## config.mk

```make
export PLATFORM = sky130hd
export DESIGN_NAME = ag_vram_arbiter
export DESIGN_NICKNAME = d
export VERILOG_FILES = /design/src/rtl/ag_vram_arbiter.sv
export SDC_FILE = /design/constraint.sdc
export NUM_CORES = 1
export LEC_CHECK = 0
export BUFFER_PORTS_ARGS = -buffer_cell sky130_fd_sc_hd__buf_4
export CAP_MARGIN = 25
export CORE_MARGIN = 5
export CORE_UTILIZATION = 40
export CTS_CLUSTER_SIZE = 16
export DETAILED_ROUTE_END_ITERATION = 10
export PLACE_DENSITY = 0.67
export SYNTH_ARGS = -nofsm -noshare
export SYNTH_HDL_FRONTEND = slang
export SYNTH_SLANG_ARGS = --single-unit
```

## constraint.sdc

```tcl
create_clock -name clk50 -period 2.5 [get_ports clk50]
set_clock_uncertainty 0.05 [all_clocks]
set_input_delay 0.5 -clock clk50 [delete_from_list [all_inputs] [get_ports clk50]]
set_output_delay 0.5 -clock clk50 [all_outputs]
set_load 0.03 [all_outputs]
```

## src/rtl/ag_vram_arbiter.sv

```systemverilog
// Shares one single-port 32Kx8 synchronous RAM between the CPU and the video fetch
// engine; video has priority, bounded by a starvation limit that protects the CPU.
module ag_vram_arbiter #(
   parameter int STARVE_MAX = 2
) (
   input  logic        clk50,
   input  logic        reset,
   input  logic        cpu_req,
   input  logic        cpu_read,
   input  logic [14:0] cpu_addr,
   input  logic [7:0]  cpu_wdata,
   output logic [7:0]  cpu_rdata,
   output logic        cpu_ack,
   input  logic        vid_req,
   input  logic [13:0] vid_addr,
   output logic [15:0] vid_data,
   output logic        vid_ack,
   output logic [14:0] ram_addr,
   output logic        ram_we,
   output logic [7:0]  ram_wdata,
   input  logic [7:0]  ram_rdata
);

   typedef enum logic [2:0] {
      IDLE,
      V_LO,
      V_HI,
      V_CAP,
      C_RD,
      C_CAP,
      C_WR
   } state_t;

   localparam logic [3:0] STARVE_LIM = 4'(STARVE_MAX);

   state_t      state;
   logic [3:0]  starve_cnt;
   logic [13:0] vid_addr_q;
   logic [7:0]  lo_byte;

   logic vid_elig;
   logic cpu_elig;
   logic grant_vid;
   logic grant_cpu;

   // A requester is ignored during its own ack cycle so it has time to drop req.
   assign vid_elig  = vid_req && !vid_ack;
   assign cpu_elig  = cpu_req && !cpu_ack;
   assign grant_vid = vid_elig && (!cpu_elig || (starve_cnt != STARVE_LIM));
   assign grant_cpu = cpu_elig && !grant_vid;

   always_ff @(posedge clk50 or posedge reset) begin
      if (reset) begin
         state      <= IDLE;
         starve_cnt <= 4'd0;
         vid_addr_q <= 14'd0;
         lo_byte    <= 8'd0;
         ram_addr   <= 15'd0;
         ram_we     <= 1'b0;
         ram_wdata  <= 8'd0;
         cpu_rdata  <= 8'd0;
         cpu_ack    <= 1'b0;
         vid_data   <= 16'd0;
         vid_ack    <= 1'b0;
      end else begin
         cpu_ack <= 1'b0;
         vid_ack <= 1'b0;
         case (state)
            IDLE: begin
               if (grant_vid) begin
                  vid_addr_q <= vid_addr;
                  ram_addr   <= {vid_addr, 1'b0};
                  state      <= V_LO;
                  if (!cpu_req) begin
                     starve_cnt <= 4'd0;
                  end else if (starve_cnt < STARVE_LIM) begin
                     starve_cnt <= starve_cnt + 4'd1;
                  end
               end else if (grant_cpu) begin
                  starve_cnt <= 4'd0;
                  ram_addr   <= cpu_addr;
                  ram_wdata  <= cpu_wdata;
                  ram_we     <= !cpu_read;
                  state      <= cpu_read ? C_RD : C_WR;
               end else if (!cpu_req) begin
                  starve_cnt <= 4'd0;
               end
            end
            V_LO: begin
               ram_addr <= {vid_addr_q, 1'b1};
               state    <= V_HI;
            end
            // Low byte read data is valid in this cycle; high byte follows one cycle later.
            V_HI: begin
               lo_byte <= ram_rdata;
               state   <= V_CAP;
            end
            V_CAP: begin
               vid_data <= {ram_rdata, lo_byte};
               vid_ack  <= 1'b1;
               state    <= IDLE;
            end
            C_RD: begin
               state <= C_CAP;
            end
            C_CAP: begin
               cpu_rdata <= ram_rdata;
               cpu_ack   <= 1'b1;
               state     <= IDLE;
            end
            C_WR: begin
               ram_we  <= 1'b0;
               cpu_ack <= 1'b1;
               state   <= IDLE;
            end
            default: begin
               state <= IDLE;
            end
         endcase
      end
   end

endmodule

```

==> impl_metrics.toml, run 1 <==
[yosys]
ys_warn_count = 0
synth_fa_ha_area_frac = 0.007438
synth_area_leader_cell = "dfrtp_1"
synth_cells = 266
synth_edf_count = 0
synth_nets = 318
synth.area.top_cells = "dfrtp_1, mux2_2, nand2_1"
synth_compound_area_frac = 0.1264
syn_area_sq_mm = 0.003364
synth-simple-area-share = 0.1086
synth_top_family_by_area = "multiplexers"
synth_area_per_cell_sq_um = 12.65
synth-seq-cells = 79
ys_seq_area_frac = 0.5876
synthArstFlopShare = 1.000
synth_most_common_cell = "dfrtp_1"
synth_ff_type = "dfrtp_1"
muxShareOfSynthArea = 0.1383
synth_cell_type_count = 42
synthTopCellsByCount = "dfrtp_1, nand2_1, mux2_2"
synth_xor_xnor_area_share = 0.002603
synth_top_area_frac = 0.5876

[power]
p_int_mw = 3.970
netSwitchingFraction = 0.3978
ir_worst_vdd_uv = 855.1
clock_power_share = 0.153
power.density_mw_per_mm2 = 1482
switchingPower_mw = 2.623
p_seq_frac = 0.348
combPwrFrac = 0.499
leakagePower_nw = 2.129

[floorplanning]
core_sq_mm = 0.008217
start_util = 0.4095
io_pins = 100
rows = 33
die_y_microns = 101.7
die-area_sq_mm = 0.01034
die_w_microns = 101.7

[hold_path]
min_path_type = "in -> async"

[global_route]
grt_pass1_wl_microns = 12850
grt_pass1_vias = 2593
track_usage = 0.1585
grt_max_degree = 35
antenna_found_initial = 0
grt-ovfl-total = 0

[place]
hpwl_microns = 5652
place_inst = 463
io_buffers = 99
place.gp.congestion = 0.7657

[clock_network]
numCtsBuffers = 9
root_buffer = "clkbuf_8"
clkTransAtPathRegs_ns = 0.08
cts_resized = 0
cts_sinks = 79
post_cts_buffers = 0
clkLatencyLatePin_ns = 0.34
cts_tree = "yes"
htreeDepth = 3
cts_hold_buf = 0
cts_buffer_depth = 2

[setup_path]
critPathArrivalTime_ns = 2.31
cp_data_required_time_ns = 2.68
r2r_end = "ram_wdata[0]"
crit_family = "simple AND/OR/NAND/NOR gates"
worstRegToRegCells = 6
rr_startpoint = "starve_cnt[0]"
startpoint_type = "flip-flop"
crit_type = "reg -> reg"
path_cells = "inv_1 -> ha_1 -> or3b_4 -> a21oi_4 -> nand2_2 -> mux2_4"
startpoint = "starve_cnt[0]"
crit_fanout = 21
r2r_slack_ns = 0.36
path_buf_inv = 1
cp-end-kind = "flip-flop"
slowest_stage = "mux2_4"
critical_path.max_stage_delay_ns = 0.42

[sta]
grt_setup_unrepaired = "no"
post-route-period-util = 0.8546
drv_slew = 0
final_hold_viol_count = 0
setup_viol = 0
whs_ns = 0.1040
clock.fmax_ghz = 0.4680
period_needed_ns = 2.137
setup_tns_ns = 0
slew-limit-headroom = 0.5496
worst_pin_slew_ns = 0.6756

[routing]
dr_total_vias = 2475
drt-met1-wl_microns = 3222
wire_per_inst_microns = 16.47
drc = 0
vias_per_cell = 5.178
wl_met2_microns = 3838
drt_iter0_drc = 69
top_layer_used = "met4"
route.final.wire_length_microns = 7873
wl_met3_microns = 698
ant_nets = 0
firstDrtPassIters = 4

[finish]
final_util = 0.5413
final_cell_count_no_fill = 478
syn2layout_area_growth_pct = 32.21
drive_above_1_share = 0.4853
final.fill_count = 699
antennaDiodeCount = 0
layout.nets = 421

[flow_run]
maxCapViolations = 0

[outcome]
outcome = "finished clean"
power groups by stage:
| stage | Clock (mW) | Sequential, mW | Combinational (mW) |
|---|---|---|---|
| global placement | 0 | 2.30 | 3.26 |
| detailed placement | 0 | 2.32 | 3.33 |
| global route | 1.09 | 2.38 | 3.56 |
| finish | 1.01 | 2.29 | 3.29 |
| CTS | 1.04 | 2.30 | 3.34 |
| floorplan | 0 | 3.02 | 1.53 |
layout make-up:
class / count / area, sq um / area share
Clock buffer: 9 / 123.9 / 0.02785
Clock inverter: 6 / 86.33 / 0.01941
Inverter: 4 / 18.77 / 0.004219
Multi-Input combinational cell: 169 / 1290 / 0.2900
Sequential cell: 79 / 1977 / 0.4444
Tap cell: 105 / 131.4 / 0.02954
Timing Repair Buffer: 106 / 820.8 / 0.1845
layout by cell type (no fill, tap or decap), types with 3 or more instances in the layout:
cell type  count
o22a_1        13
mux2_4         7
nand2_1       52
nor2_1         7
o21ai_0        6
clkbuf_8       9
nand2b_1       3
nor3_1         5
mux2_2        32
o221a_2       13
buf_4        104
dfrtp_1       79
cells by family (layout without fill, tap and decap cells):
kind of cell	after synthesis	in the layout
muxes	39	39
AOI/OAI and AO/OA	48	48
adders and majority gates	2	2
buffers and inverters	18	125
xor gates and xnor gates	1	1
and+or+nand+nor	79	79
DFF	79	79
per-layer routing:
metal	global-route usage	up-vias
li1	-	1152
met1	0.1993	1212
met2	0.2545	99
met3	0.05579	12
met4	0.05521	0
met5	0	-
worst max-delay path by stage:
| stage | to | cells after the start | slack (ns) |
|---|---|---|---|
| floorplan | vid_addr_q[0] | 6 | 0.65 |
| global placement | ram_wdata[3] | 6 | 0.41 |
| detailed placement | ram_wdata[7] | 6 | 0.36 |
| CTS | ram_wdata[4] | 6 | 0.36 |
| global route | ram_wdata[5] | 6 | 0.27 |
| finish | ram_wdata[0] | 6 | 0.36 |
sequential cells by signal (all words and copies together) (netlist names):
signal and flops:
cpu_ack 1, cpu_rdata 8, lo_byte 8, ram_addr 15
ram_wdata 8, ram_we 1, starve_cnt 4, state 3
vid_ack 1, vid_addr_q 14, vid_data 16
per-stage QoR:
stage	setup WS, ns	area, sq um	total power, mW
after floorplan	0.6507	3368	4.553
after global placement	0.4135	4238	5.560
after detailed placement	0.3644	4238	5.651
after CTS	0.3644	4448	6.682
after global routing	0.2739	4448	7.036
final	0.3634	4448	6.593
Power figures use the tool's default switching activity.
==> run 2: changes to the inputs <==
--- a/config.mk
+++ b/config.mk
@@ -7,11 +7,11 @@
 export LEC_CHECK = 0
 export BUFFER_PORTS_ARGS = -buffer_cell sky130_fd_sc_hd__buf_4
 export CAP_MARGIN = 25
-export CORE_MARGIN = 5
+export CORE_MARGIN = 4
 export CORE_UTILIZATION = 40
 export CTS_CLUSTER_SIZE = 16
 export DETAILED_ROUTE_END_ITERATION = 10
-export PLACE_DENSITY = 0.67
+export REMOVE_ABC_BUFFERS = 1
 export SYNTH_ARGS = -nofsm -noshare
 export SYNTH_HDL_FRONTEND = slang
 export SYNTH_SLANG_ARGS = --single-unit
==> constraint.sdc (replaced) <==
create_clock -name clk50 -period 2.02 [get_ports clk50]
set_clock_uncertainty 0.05 [all_clocks]
set_input_delay 0.404 -clock clk50 [delete_from_list [all_inputs] [get_ports clk50]]
set_output_delay 0.404 -clock clk50 [all_outputs]
set_load 0.03 [all_outputs]
==> run 2 against run 1 <==
  * Maximum frequency grew 10%
  * Via count down 1.4%
  * Power is 25% higher
  * Sequential power up 26%
  * Critical path type unchanged
  * Largest power group unchanged
==> impl_metrics.toml, run 2 (synthesis gave the netlist of run 1 again) <==
[outcome]
outcome = "finished clean"

[floorplanning]
core_sq_mm = 0.008217
rows = 33
die-area_sq_mm = 0.009942
start_util = 0.4095
io_pins = 100
die_w_microns = 99.71
die_y_microns = 99.71

[setup_path]
startpoint_type = "flip-flop"
cp-end-kind = "flip-flop"
path_cells = "inv_1 -> ha_1 -> or3b_4 -> o211ai_4 -> buf_4 -> clkbuf_16 -> nor3_1 -> a21o_1"
critical_path.max_stage_delay_ns = 0.42
cp_data_required_time_ns = 2.20
crit_type = "reg -> reg"
slowest_stage = "or3b_4"
critPathArrivalTime_ns = 2.11
crit_fanout = 14

[clock_network]
cts_buffer_depth = 2
cts_sinks = 79
numCtsBuffers = 9
clkLatencyLatePin_ns = 0.33
cts_tree = "yes"
htreeDepth = 3
clkTransAtPathRegs_ns = 0.08
root_buffer = "clkbuf_8"

[place]
post-place-ws_ns = 0.06595
hpwl_microns = 5178
postPlaceCellArea_sq_mm = 0.004250
place_inst = 465
io_buffers = 99
place.gp.congestion = 0.7732

[power]
switchingPower_mw = 3.239
combPwrFrac = 0.500
netSwitchingFraction = 0.3920
power.density_mw_per_mm2 = 1828
p_seq_frac = 0.349
leakagePower_nw = 2.175
p_int_mw = 5.024
ir_worst_vdd_uv = 828.9
finalPower_mw = 8.263
clock_power_share = 0.151

[finish]
final_util = 0.5502
post-route-cell-area_sq_mm = 0.004521
syn2layout_area_growth_pct = 34.36
antennaDiodeCount = 0
largestRegisters = "vid_data x16, ram_addr x15, vid_addr_q x14"
top_register = "vid_data"
final_cell_count_no_fill = 484
largest_reg_flops = 16
mostFrequentLayoutCell = "buf_4"
layout.nets = 427
drive_above_1_share = 0.4881
final_cell_mix = "buf_4, dfrtp_1, nand2_1"

[routing]
ant_nets = 0
dr_total_vias = 2440
firstDrtPassIters = 4
route.final.wire_length_microns = 7591
wire_per_inst_microns = 15.68
drt_iter0_drc = 123
vias_per_cell = 5.041
drc = 0

[sta]
grt_setup_unrepaired = "no"
whs_ns = 0.2205
slew-limit-headroom = 0.6510
final_hold_viol_count = 0
clock.fmax_ghz = 0.5164
setup_viol = 0
period_needed_ns = 1.936
drv_slew = 0
post-route-period-util = 0.9586
setup_tns_ns = 0
worst_pin_slew_ns = 0.5202
setup_ws_ns = 0.08354

[hold_path]
min_path_type = "in -> reg"

[global_route]
track_usage = 0.1543
grt-ovfl-total = 0
grt_pass1_wl_microns = 12100
grt_pass1_vias = 2453
antenna_found_initial = 0
grt_max_degree = 40

[flow_run]
maxCapViolations = 0
==> run 2: changes by cell type in the layout (fill, tap and decap cells not counted), sizes merged <==
cell	previous run	this run
buf	106	110
clkbuf	9	12
clkinvlp	2	0
dlygate4sd3	0	1
==> run 2: power by group through the flow <==
stage                     Combinational (mW)  Clock (mW)  Sequential (mW)
final                                   4.13        1.25             2.88
after global placement                  4.04           0             2.90
after global routing                    4.45        1.36             2.99
after CTS                               4.10        1.30             2.90
after floorplan                         1.72           0             3.80
after detailed placement                4.08           0             2.92
==> run 2: metal layers <==
layer	wire length, microns	vias to the layer above	track usage	share of wire
li1	-	1169	-	-
met1	3311	1204	0.1961	0.44
met2	3722	59	0.2488	0.49
met3	472	8	0.05259	0.062
met4	86	0	0.04727	0.011
met5	0	-	0	0
==> run 2: critical path, delay by kind of cell, from the launching register on <==
family | cells | cell delay, ns
DFF | 1 | 0.39
adders and majority gates | 1 | 0.15
buffers and inverters | 3 | 0.39
and+or+nand+nor | 2 | 0.48
AOI/OAI and AO/OA | 2 | 0.38
==> run 2: final cells by class <==
cell class / instances / area [sq um]
fillers: 733 / 3696
flip-flops and latches: 79 / 1977
multi-input cells: 169 / 1299
repair buffers: 112 / 885.9
clock buffers: 11 / 141.4
well taps: 105 / 131.4
clock inverters: 4 / 70.07
inverters: 4 / 16.27
==> run 2: final timing paths <==
| path | cells after the start | from | to | slack, ns |
|---|---|---|---|---|
| min | 3 | ram_rdata[2] | vid_data[10] | 0.22 |
| min reg2reg | 2 | lo_byte[3] | vid_data[3] | 0.41 |
| max reg2reg | 8 | starve_cnt[0] | starve_cnt[1] | 0.08 |
| max in group asynchronous | 4 | reset | state[1] | 0.83 |
| max | 8 | starve_cnt[0] | starve_cnt[1] | 0.08 |
| min in group asynchronous | 3 | reset | ram_wdata[4] | 0.42 |
==> run 2: timing repair <==
| item | 4_1_cts | 5_1_grt |
|---|---|---|
| hold buffers | 1 | 0 |
| resized for setup | 0 | 1 |
| buffers inserted | 0 | 2 |
| setup endpoints to repair | 0 | 15 |
| endpoints found under the hold margin | 3 | 0 |
==> run 3: changes to the inputs <==
--- a/config.mk
+++ b/config.mk
@@ -9,8 +9,10 @@
 export CAP_MARGIN = 25
 export CORE_MARGIN = 4
 export CORE_UTILIZATION = 40
+export CTS_CLUSTER_DIAMETER = 120
 export CTS_CLUSTER_SIZE = 16
 export DETAILED_ROUTE_END_ITERATION = 10
+export MAX_ROUTING_LAYER = met4
 export REMOVE_ABC_BUFFERS = 1
 export SYNTH_ARGS = -nofsm -noshare
 export SYNTH_HDL_FRONTEND = slang
==> run 3 against run 2 <==
  * Worst hold slack barely moved
  * Sequential power barely moved
  * Cell area did not move
  * Utilization did not move
  * Final cell count did not move
  * Die area did not move
  * Clock power barely moved
  * Sequential cell count did not move
  * Maximum frequency barely moved
  * Largest cell class unchanged
==> impl_metrics.toml, run 3 (synthesis gave the netlist of run 1 again) <==
[outcome]
outcome = "finished clean"

[power]
clock_power_share = 0.152
switchingPower_mw = 3.244
ir_worst_vdd_uv = 829.3
combPwrFrac = 0.500
p_seq_frac = 0.349
p_int_mw = 5.024
netSwitchingFraction = 0.3924
power.density_mw_per_mm2 = 1829
leakagePower_nw = 2.175

[setup_path]
crit_type = "reg -> reg"
path_cells = "inv_1 -> ha_1 -> or3b_4 -> o211ai_4 -> buf_4 -> clkbuf_16 -> nor3_1 -> a21o_1"
cp_data_required_time_ns = 2.20
cp-end-kind = "flip-flop"
critPathArrivalTime_ns = 2.11
startpoint_type = "flip-flop"
crit_family = "simple AND/OR/NAND/NOR gates"
path_buf_inv = 3
slowest_stage = "or3b_4"
critical_path.max_stage_delay_ns = 0.42
crit_fanout = 14

[finish]
top_register = "vid_data"
syn2layout_area_growth_pct = 34.36
final-seq-area_sq_mm = 0.001977
largestRegisters = "vid_data x16, ram_addr x15, vid_addr_q x14"
layout.nets = 427
antennaDiodeCount = 0
drive_above_1_share = 0.4881
multi_input_area_sq_mm = 0.001299
post-route-cell-area_sq_mm = 0.004521
mostFrequentLayoutCell = "buf_4"
final_cell_mix = "buf_4, dfrtp_1, nand2_1"
final.fill_count = 733
final_cell_count_no_fill = 484
largest_reg_flops = 16

[global_route]
grt_max_degree = 40
met1_usage = 0.2020
grt-ovfl-total = 0
grt_use_met3 = 0.04418
top_usage_layer = "met2"
grt_pass1_wl_microns = 12110
use_met2 = 0.2483
track_usage = 0.1589
antenna_found_initial = 0
grt_pass1_vias = 2455

[routing]
wire_per_inst_microns = 15.72
ant_nets = 0
firstDrtPassIters = 4
route.final.wire_length_microns = 7610
vias_per_cell = 5.031
dr_total_vias = 2435
drc = 0
drt_iter0_drc = 125

[sta]
grt_setup_unrepaired = "no"
worst_pin_slew_ns = 0.5138
slew-limit-headroom = 0.6553
clock.fmax_ghz = 0.5164
post-route-period-util = 0.9587
setup_viol = 0
whs_ns = 0.2201
final_hold_viol_count = 0
period_needed_ns = 1.937
drv_slew = 0

[clock_network]
clkLatencyLatePin_ns = 0.34
cts_tree = "yes"
root_buffer = "clkbuf_8"
cts_sinks = 79
cts_buffer_depth = 2
clkTransAtPathRegs_ns = 0.08
htreeDepth = 3
numCtsBuffers = 9

[floorplanning]
die-area_sq_mm = 0.009942
start_util = 0.4095
die_y_microns = 99.71
io_pins = 100
core_sq_mm = 0.008217
rows = 33
die_w_microns = 99.71

[place]
place.gp.congestion = 0.7837
io_buffers = 99
postPlaceCellArea_sq_mm = 0.004250
hpwl_microns = 5178
place_inst = 465

[flow_run]
maxCapViolations = 0

[hold_path]
min_path_type = "in -> reg"
-- run 3: cell counts in the layout (fill, tap and decap cells not counted) --
No cell type changed its count.
-- run 3: path summary, 6_finish.rpt --
path                               start  cells past startpoint  slack (ns)       endpoint
setup / recovery           starve_cnt[0]                      8        0.08  starve_cnt[1]
hold / removal              ram_rdata[2]                      3        0.22   vid_data[10]
setup reg to reg           starve_cnt[0]                      8        0.08  starve_cnt[1]
hold reg to reg               lo_byte[3]                      2        0.41    vid_data[3]
max in group asynchronous          reset                      4        0.83       state[1]
min in group asynchronous          reset                      3        0.42   ram_wdata[4]
-- run 3: power by group through the flow --
stage	combinational [mW]	sequential, mW	clock (mW)
after floorplan	1.72	3.80	0
after global placement	4.04	2.90	0
after detailed placement	4.08	2.92	0
after CTS	4.10	2.90	1.30
after global routing	4.45	2.99	1.36
final	4.13	2.88	1.25
-- run 3: what timing repair did --
item                                    CTS  global route
hold endpoints to repair                  3             0
hold buffers                              1             0
gates resized for setup                   0             1
endpoints found under the setup margin    0            15
setup buffers                             0             2
-- run 3: tightest hold or removal path, stage by stage --
cell and delay [ns]:
buf_4 0.09, nand2_1 0.04, nand2_1 0.04
-- run 3: per-layer routing --
layer  wire length (microns)  share of wire
met4                      76          0.010
met5                       0              0
met2                    3733           0.49
met1                    3443           0.45
met3                     357          0.047
-- run 3: layout make-up --
| type | instances | share of cell area |
|---|---|---|
| inverters | 4 | 0.003598 |
| repair buffers | 112 | 0.1960 |
| flip-flops and latches | 79 | 0.4373 |
| multi-input cells | 169 | 0.2873 |
| clock buffers | 11 | 0.03128 |
| well taps | 105 | 0.02906 |
| clock inverters | 4 | 0.01550 |
-- run 3: stage by stage --
step / setup TNS (ns) / util / setup slack, ns / power (mW)
detailed placement: 0 / 0.5173 / 0.06595 / 7.008
CTS: 0 / 0.5442 / 0.05626 / 8.299
global route: 0 / 0.5502 / 0.008191 / 8.802
global placement: 0 / 0.5173 / 0.09844 / 6.948
floorplan: -42.58 / - / -0.4574 / 5.516
finish: 0 / 0.5502 / 0.08334 / 8.268
